`config.mk`:
```
export PLATFORM = sky130hd
export DESIGN_NAME = pipeline_credit_fifo_v1_0
export DESIGN_NICKNAME = d
export VERILOG_FILES = /design/src/rtl/pipeline_credit_fifo_v1_0.sv
export SDC_FILE = /design/constraint.sdc
export NUM_CORES = 1
export LEC_CHECK = 0
export CAP_MARGIN = 0
export CORE_MARGIN = 2
export CORE_UTILIZATION = 40
export CTS_BUF_LIST = sky130_fd_sc_hd__clkbuf_4
export CTS_CLUSTER_DIAMETER = 100
export DETAILED_ROUTE_END_ITERATION = 8
export PLACE_DENSITY = 0.73
export SYNTH_ARGS = -nofsm -noshare
export SYNTH_HDL_FRONTEND = slang
export SYNTH_SLANG_ARGS = --single-unit
```
`constraint.sdc`:
```
create_clock -name CLK -period 2.2 [get_ports CLK]
set_input_delay 0.44 -clock CLK [delete_from_list [all_inputs] [get_ports CLK]]
set_output_delay 0.44 -clock CLK [all_outputs]
set_load 0.03 [all_outputs]
```
`src/rtl/pipeline_credit_fifo_v1_0.sv`:
```
// pipeline_credit_fifo_v1_0
// Credit-managed first-word-fall-through buffer placed after a fixed-latency
// delay pipeline. It hands out credits to the producer feeding the pipeline,
// tracks words in flight through it and captures the pipeline output, so a
// stalling consumer never loses a word.
//
// Optional feature macro: PIPELINE_CREDIT_FIFO_OVF_CHK_EN
//   defined   : OVF is a sticky flag set by a dropped write or by an issue
//               while IN_READY=0; simulation prints a message per event.
//   undefined : OVF is tied to 0.
//
// Ports:
//   CLK      in   rising-edge clock
//   ACLR     in   asynchronous clear, active-high (also zeroes the memory)
//   SCLR     in   synchronous clear, active-high (memory kept)
//   IN_VALID in   producer issues a word into the upstream pipeline
//   IN_READY out  credit available (combinational from registered state)
//   D        in   upstream pipeline output data
//   D_VALID  in   delayed issue strobe aligned with D
//   Q        out  FIFO head data (fall-through)
//   Q_VALID  out  FIFO non-empty
//   Q_READY  in   consumer accepts the head word
//   COUNT    out  FIFO occupancy
//   OVF      out  sticky overflow flag

module pipeline_credit_fifo_v1_0 #(
   parameter int unsigned C_WIDTH       = 16,
   parameter int unsigned C_DEPTH       = 4,
   parameter int unsigned C_PIPE_STAGES = 1
) (
   input  logic                           CLK,
   input  logic                           ACLR,
   input  logic                           SCLR,
   input  logic                           IN_VALID,
   output logic                           IN_READY,
   input  logic [C_WIDTH-1:0]             D,
   input  logic                           D_VALID,
   output logic [C_WIDTH-1:0]             Q,
   output logic                           Q_VALID,
   input  logic                           Q_READY,
   output logic [$clog2(C_DEPTH+1)-1:0]   COUNT,
   output logic                           OVF
);

   localparam int unsigned AW = $clog2(C_DEPTH);
   localparam int unsigned CW = $clog2(C_DEPTH + 1);
   // One extra bit so COUNT + inflight cannot wrap in the credit compare.
   localparam int unsigned SW = CW + 1;

   // Elaboration-time parameter sanity.
   if (C_DEPTH < 2 || (C_DEPTH & (C_DEPTH - 1)) != 0) begin : g_bad_depth
      $error("C_DEPTH must be a power of two and at least 2");
   end
   if (C_PIPE_STAGES == 0) begin : g_bad_pipe
      $error("C_PIPE_STAGES must be at least 1");
   end

   logic [C_WIDTH-1:0] mem [C_DEPTH];
   logic [AW-1:0]      wr_ptr;
   logic [AW-1:0]      rd_ptr;
   logic [CW-1:0]      count;
   logic [CW-1:0]      inflight;

   logic issue_c;
   logic wr_en_c;
   logic rd_en_c;

   // Handshake decodes.
   assign issue_c = IN_VALID & IN_READY;
   assign wr_en_c = D_VALID & (count < CW'(C_DEPTH));
   assign rd_en_c = Q_READY & (count != '0);

   // Credit from registered state only: a read frees its slot next cycle.
   assign IN_READY = (SW'(count) + SW'(inflight)) < SW'(C_DEPTH);

   // Fall-through head.
   assign Q       = mem[rd_ptr];
   assign Q_VALID = (count != '0);
   assign COUNT   = count;

   // Pointers, occupancy and in-flight tracking.
   always_ff @(posedge CLK or posedge ACLR) begin : p_ctrl
      if (ACLR) begin
         wr_ptr   <= '0;
         rd_ptr   <= '0;
         count    <= '0;
         inflight <= '0;
      end else if (SCLR) begin
         wr_ptr   <= '0;
         rd_ptr   <= '0;
         count    <= '0;
         inflight <= '0;
      end else begin
         if (wr_en_c) wr_ptr <= wr_ptr + AW'(1);
         if (rd_en_c) rd_ptr <= rd_ptr + AW'(1);

         case ({wr_en_c, rd_en_c})
            2'b10:   count <= count + CW'(1);
            2'b01:   count <= count - CW'(1);
            default: ;
         endcase

         // Saturates at 0 so words surviving an SCLR land without underflow.
         case ({issue_c, D_VALID})
            2'b10:   inflight <= inflight + CW'(1);
            2'b01:   if (inflight != '0) inflight <= inflight - CW'(1);
            default: ;
         endcase
      end
   end

   // Storage; SCLR blocks the write but keeps existing contents.
   always_ff @(posedge CLK or posedge ACLR) begin : p_mem
      if (ACLR) begin
         mem <= '{default: '0};
      end else if (!SCLR && wr_en_c) begin
         mem[wr_ptr] <= D;
      end
   end

`ifdef PIPELINE_CREDIT_FIFO_OVF_CHK_EN
   logic ovf;
   logic drop_c;
   logic bad_issue_c;

   assign drop_c      = D_VALID & (count == CW'(C_DEPTH));
   assign bad_issue_c = IN_VALID & ~IN_READY;

   // Sticky until a clear.
   always_ff @(posedge CLK or posedge ACLR) begin : p_ovf
      if (ACLR) begin
         ovf <= 1'b0;
      end else if (SCLR) begin
         ovf <= 1'b0;
      end else if (drop_c || bad_issue_c) begin
         ovf <= 1'b1;
      end
   end

   assign OVF = ovf;

`ifndef SYNTHESIS
   // Event messages for simulation only.
   always @(posedge CLK) begin
      if (!ACLR && !SCLR) begin
         if (drop_c)
            $display("%m: %0t: write dropped, FIFO full (pipe stages %0d)", $time, C_PIPE_STAGES);
         if (bad_issue_c)
            $display("%m: %0t: issue without credit", $time);
      end
   end
`endif
`else
   assign OVF = 1'b0;
`endif

endmodule

```
==> flow_summary.json, run 1 <==
{
  "io_buffers": 42,
  "irDropWorstVdd_uv": 498,
  "rows": 35,
  "hold_path.class": "in2async",
  "cts-root-buf": "clkbuf_4",
  "firstDrtPassIters": 4,
  "layout_setup_ws_ns": 0.0508,
  "ctsHoldBuffers": 0,
  "dieArea_um2": 10200,
  "drtIter0Drc": 85,
  "ios": 44,
  "gp_congestion": 0.751,
  "fin_crit_ns": 2.15,
  "final_layout_size_suffix_gt1_frac": 0.515,
  "die_w_um": 101,
  "crit_chain": "buf_8 > mux4_2 > buf_6",
  "synth_top_cell_by_area": "dfrtp_1",
  "numClockSinks": 74,
  "cp_top_family": "multiplexers",
  "cp_slowest_cell": "mux4_2",
  "leakagePower_nw": 2.08,
  "dp_hpwl_um": 4850,
  "cts_tree": "built",
  "synth_top_cell_area_share": 0.494,
  "grt_pass1_wl_um": 12000,
  "syn-instance-count": 235,
  "path_class": "reg2out",
  "grt.overflow.total": 0,
  "outcome": "complete, no violations",
  "hold_viol": 0,
  "clk_latency_ns": 0.41,
  "rsz0062_at_grt": "true",
  "core-area_um2": 9150,
  "r2r_setup_slack_ns": 0.06,
  "finalCritPeriodShare": 0.977,
  "path_clk_slew_ns": 0.14,
  "cts_max_level": 3,
  "wl_um": 7320,
  "clockBufferDepth": 2,
  "ys_warn_count": 0,
  "ys_types": 42,
  "timing.setup.tns_ns": 0,
  "remaining_drc_errors": 0,
  "placed_area_um2": 4380,
  "ant_nets": 0,
  "area_growth_pct": 23.3,
  "vias": 2171,
  "fmax_mhz": 465,
  "vias_per_cell": 5.22,
  "cap_violations": 0,
  "setup.worst_path.start": "rd_ptr[0]",
  "synth_nets": 265,
  "netlist_area_um2": 3750,
  "reg2reg_depth": 7,
  "yosysSeqAreaShare": 0.494,
  "crit_fanout": 6,
  "start_kind": "flop",
  "arrival_ns": 1.71,
  "postLayoutCellArea_um2": 4620,
  "dpl.cell_count": 398,
  "antenna_cells": 0,
  "skew_ns": 0.0180,
  "worst_setup_path_end_kind": "primary output",
  "required_ns": 1.76,
  "grt_pass1_vias": 2286,
  "initial_utilization": 0.410,
  "setup_viol": 0,
  "grt_max_degree": 75,
  "wire_per_inst_um": 17.6,
  "synth.area.top_cells": "dfrtp_1 49%, mux2_4 16%, mux4_2 9.6%",
  "numCtsBuffers": 9,
  "drv_slew": 0,
  "crit_buf_inv": 2,
  "die_y_um": 101,
  "fin_nets": 330,
  "track_usage": 0.156,
  "timing.rr.start": "COUNT[2]",
  "utilization": 0.505,
  "p_per_area_nw_per_um2": 1370,
  "timing.rr.end": "inflight[2]",
  "final_cells": 416,
  "place_ws_ns": -0.0992,
  "slowest_delay_ns": 0.53,
  "ys_ff_latch": 74,
  "postSynthAreaPerCell_um2": 16.0,
  "antenna_found_initial": 0
}
==> layer usage <==
| layer | global-route usage | wire (um) | share of wire |
|---|---|---|---|
| met1 | 0.215 | 3400 | 0.47 |
| met2 | 0.245 | 3610 | 0.49 |
| met3 | 0.0402 | 260 | 0.036 |
| met4 | 0.0432 | 42 | 0.0057 |
| met5 | 0 | 0 | 0 |
==> layout make-up <==
cell class,count,area (um^2)
fill,764,4530
inverter,5,22.5
timing repair buffer,68,672
sequential,74,1850
multi-input combinational,142,1770
tap,111,139
clock inverter,7,98.8
clock buffer,9,67.6
==> through the flow <==
stage	hold WS, ns	total power, W
final	0.468	0.00633
after global routing	0.448	0.00671
after CTS	0.461	0.00622
after detailed placement	0.492	0.00524
after global placement	0.484	0.00515
after floorplan	0.475	0.00426
==> state kept, by name (all words and copies together) (netlist names) <==
signal    count
rd_ptr        2
COUNT         3
mem          64
inflight      3
wr_ptr        2
==> cell families after synthesis <==
kind of cell	synth area share
muxes	0.339
DFF	0.494
and+or+nand+nor	0.0537
buffers and inverters	0.0471
AOI/OAI and AO/OA	0.0247
adders and majority gates	0.0307
xor gates and xnor gates	0.00935
other	0.00100
==> worst max path at each step <==
stage	end	slack, ns	depth (start not counted)
final	Q[8]	0.05	3
after global routing	inflight[2]	-0.07	7
after CTS	Q[3]	-0.06	4
after global placement	inflight[1]	0.003	6
after detailed placement	inflight[1]	-0.1	6
after floorplan	inflight[1]	-0.19	6
==> report_power, final <==
| part | switching [W] | internal (W) |
|---|---|---|
| combinational | 0.00137 | 0.00173 |
| clock | 0.000506 | 0.000471 |
| sequential | 0.000346 | 0.00191 |
==> layout by cell type (no fill, tap or decap), drive strengths merged, types with 3 or more instances in the layout <==
cell type / instances
dfrtp: 74
mux2: 65
buf: 44
clkdlybuf4s50: 22
mux4: 16
nor2: 11
clkbuf: 9
inv: 7
ha: 6
and2: 5
a21oi: 5
mux2i: 3
xnor2: 3
==> what timing repair did <==
action	in CTS	in global routing
gates cloned	1	0
gates resized for setup	99	40
pin swaps	0	1
buffers inserted	1	1
endpoints found under the setup margin	18	20
==> cell usage after synthesis, drive strengths merged <==
cell type / instances
a21oi: 5
a221oi: 1
a31oi: 2
and2: 5
and3: 1
and4: 1
buf: 12
clkbuf: 2
conb: 1
dfrtp: 74
fa: 2
ha: 6
inv: 5
mux2: 65
mux2i: 3
mux4: 16
nand2: 2
nand2b: 1
nand3: 2
nor2: 11
nor2b: 2
nor3: 2
nor4: 1
nor4b: 2
o311ai: 1
o31ai: 2
o32ai: 1
or2: 1
or2b: 1
or3: 1
xnor2: 3
xor2: 1
==> worst min-delay path: stages <==
cell	delay [ns]
clkdlybuf4s50_1	0.44
clkinvlp_4	0.10
buf_12	0.33
(Power assumes the default switching activity.)
==> run 2: changes to the inputs <==
CELL_PAD_IN_SITES_DETAIL_PLACEMENT = 0   (was default)
CELL_PAD_IN_SITES_GLOBAL_PLACEMENT = 1   (was default)
PLACE_DENSITY = 0.82   (was 0.73)
==> run 2 against run 1 <==
Effect of this change:
- total power shrank 7.6%
- first-iteration DRC count up 38%
- sequential power barely moved
- die area is the same
- highest routed layer unchanged
==> flow_summary.json, run 2 (synthesis results as in run 1) <==
{
  "utilization": 0.492,
  "dieArea_um2": 10200,
  "numCtsBuffers": 9,
  "fin_nets": 331,
  "final_cell_mix": "73 x dfrtp_1, 40 x mux2_4, 25 x mux2_2, 22 x clkdlybuf4s50_1, 22 x buf_4",
  "core-area_um2": 9150,
  "r2r_setup_slack_ns": 0.10,
  "io_buffers": 42,
  "wire_per_inst_um": 16.9,
  "die_w_um": 101,
  "hold_path.class": "in2async",
  "regMostFlops": "mem",
  "ctsHoldBuffers": 0,
  "worst_setup_path_end_kind": "primary output",
  "reg2reg_depth": 6,
  "arrival_ns": 1.71,
  "p_per_area_nw_per_um2": 1300,
  "path_clk_slew_ns": 0.11,
  "irDropWorstVdd_uv": 359,
  "ant_nets": 0,
  "fmax_mhz": 465,
  "start_kind": "flop",
  "firstDrtPassIters": 4,
  "rsz0062_at_grt": "true",
  "vias": 2143,
  "grt_pass1_wl_um": 11600,
  "timing.rr.end": "inflight[1]",
  "track_usage": 0.150,
  "leakagePower_nw": 2.05,
  "clockBufferDepth": 2,
  "drv_slew": 0,
  "cap_violations": 0,
  "vias_per_cell": 5.16,
  "antenna_found_initial": 0,
  "dp_hpwl_um": 4720,
  "rows": 35,
  "use_met3": 0.0368,
  "required_ns": 1.76,
  "setup.worst_path.start": "rd_ptr[0]",
  "grt_pass1_vias": 2293,
  "outcome": "complete, no violations",
  "grt_use_met2": 0.227,
  "fin_crit_ns": 2.15,
  "hold_viol": 0,
  "timing.rr.start": "COUNT[2]",
  "path_class": "reg2out",
  "grt_max_degree": 75,
  "numClockSinks": 74,
  "area_growth_pct": 20.2,
  "grt.overflow.total": 0,
  "cts_max_level": 3,
  "cts-root-buf": "clkbuf_4",
  "layout_commonest_cell": "dfrtp_1",
  "ios": 44,
  "final_layout_size_suffix_gt1_frac": 0.497,
  "wl_um": 7000,
  "setup_viol": 0,
  "clk_latency_ns": 0.41,
  "hold_ws_ns": 0.470,
  "antenna_cells": 0,
  "largest_reg_flops": 64,
  "crit_fanout": 6,
  "initial_utilization": 0.410,
  "gp_congestion": 0.756,
  "top_usage_layer": "met2",
  "cts_tree": "built",
  "skew_ns": 0.00971,
  "worstSetupEndpoint": "Q[8]",
  "remaining_drc_errors": 0,
  "die_y_um": 101,
  "finalCritPeriodShare": 0.978,
  "drtIter0Drc": 117,
  "met1_usage": 0.212
}
## run 2: cell types whose count changed in the layout (fill, tap and decap cells not counted), moves of 2 or more
cell and delta:
clkinv_2 +3, inv_6 -3, buf_2 +6, buf_6 -5
bufinv_16 -2
## run 2: layout make-up
| type | count | area, um^2 |
|---|---|---|
| multi-input combinational | 142 | 1750 |
| timing repair buffer | 69 | 649 |
| clock buffer | 9 | 67.6 |
| clock inverter | 5 | 23.8 |
| fill | 780 | 4650 |
| tap | 111 | 139 |
| sequential | 74 | 1850 |
| inverter | 5 | 22.5 |
## run 2: repair_timing
action,4_1_cts,5_1_grt
setup buffers,1,1
endpoints found under the hold margin,0,0
gates cloned,1,0
setup endpoints to repair,16,15
pin swaps,0,2
gates resized for setup,93,17
## run 2: routing by layer
layer,part of all wire,wire [um]
met1,0.49,3420
met2,0.45,3170
met3,0.046,320
met4,0.014,95
met5,0,0
## run 2: how the worst min path moves through the flow
stage               to  slack [ns]  depth (start not counted)
2_1_floorplan  mem[26]        0.48                          1
3_3_place_gp    mem[7]        0.48                          1
3_5_place_dp    mem[9]        0.49                          1
4_1_cts        mem[49]        0.47                          3
5_1_grt        mem[49]        0.46                          3
6_report       mem[17]        0.47                          3
## run 2: worst max-delay path, stage by stage (launching register included)
cell	delay, ns
dfrtp_2	0.44
buf_8	0.16
mux4_2	0.54
buf_6	0.16
## run 2: report_power, final
group | switching [W] | internal (W)
sequential | 0.000325 | 0.00191
clock | 0.000442 | 0.000209
combinational | 0.00134 | 0.00163
total | 0.00210 | 0.00375
## run 2: per-stage QoR
| stage | cell area, um^2 | total power, W | TNS (ns) | worst slack (ns) | instances |
|---|---|---|---|---|---|
| 2_1_floorplan | 3760 | 0.00426 | -0.341 | -0.187 | 235 |
| 3_3_place_gp | 4380 | 0.00515 | -0.0571 | -0.0414 | 399 |
| 3_5_place_dp | 4380 | 0.00523 | -0.306 | -0.0866 | 399 |
| 4_1_cts | 4480 | 0.00588 | -0.165 | -0.0369 | 415 |
| 5_1_grt | 4510 | 0.00622 | -0.137 | -0.0571 | 415 |
| 6_report | 4510 | 0.00585 | 0 | 0.0474 | 415 |
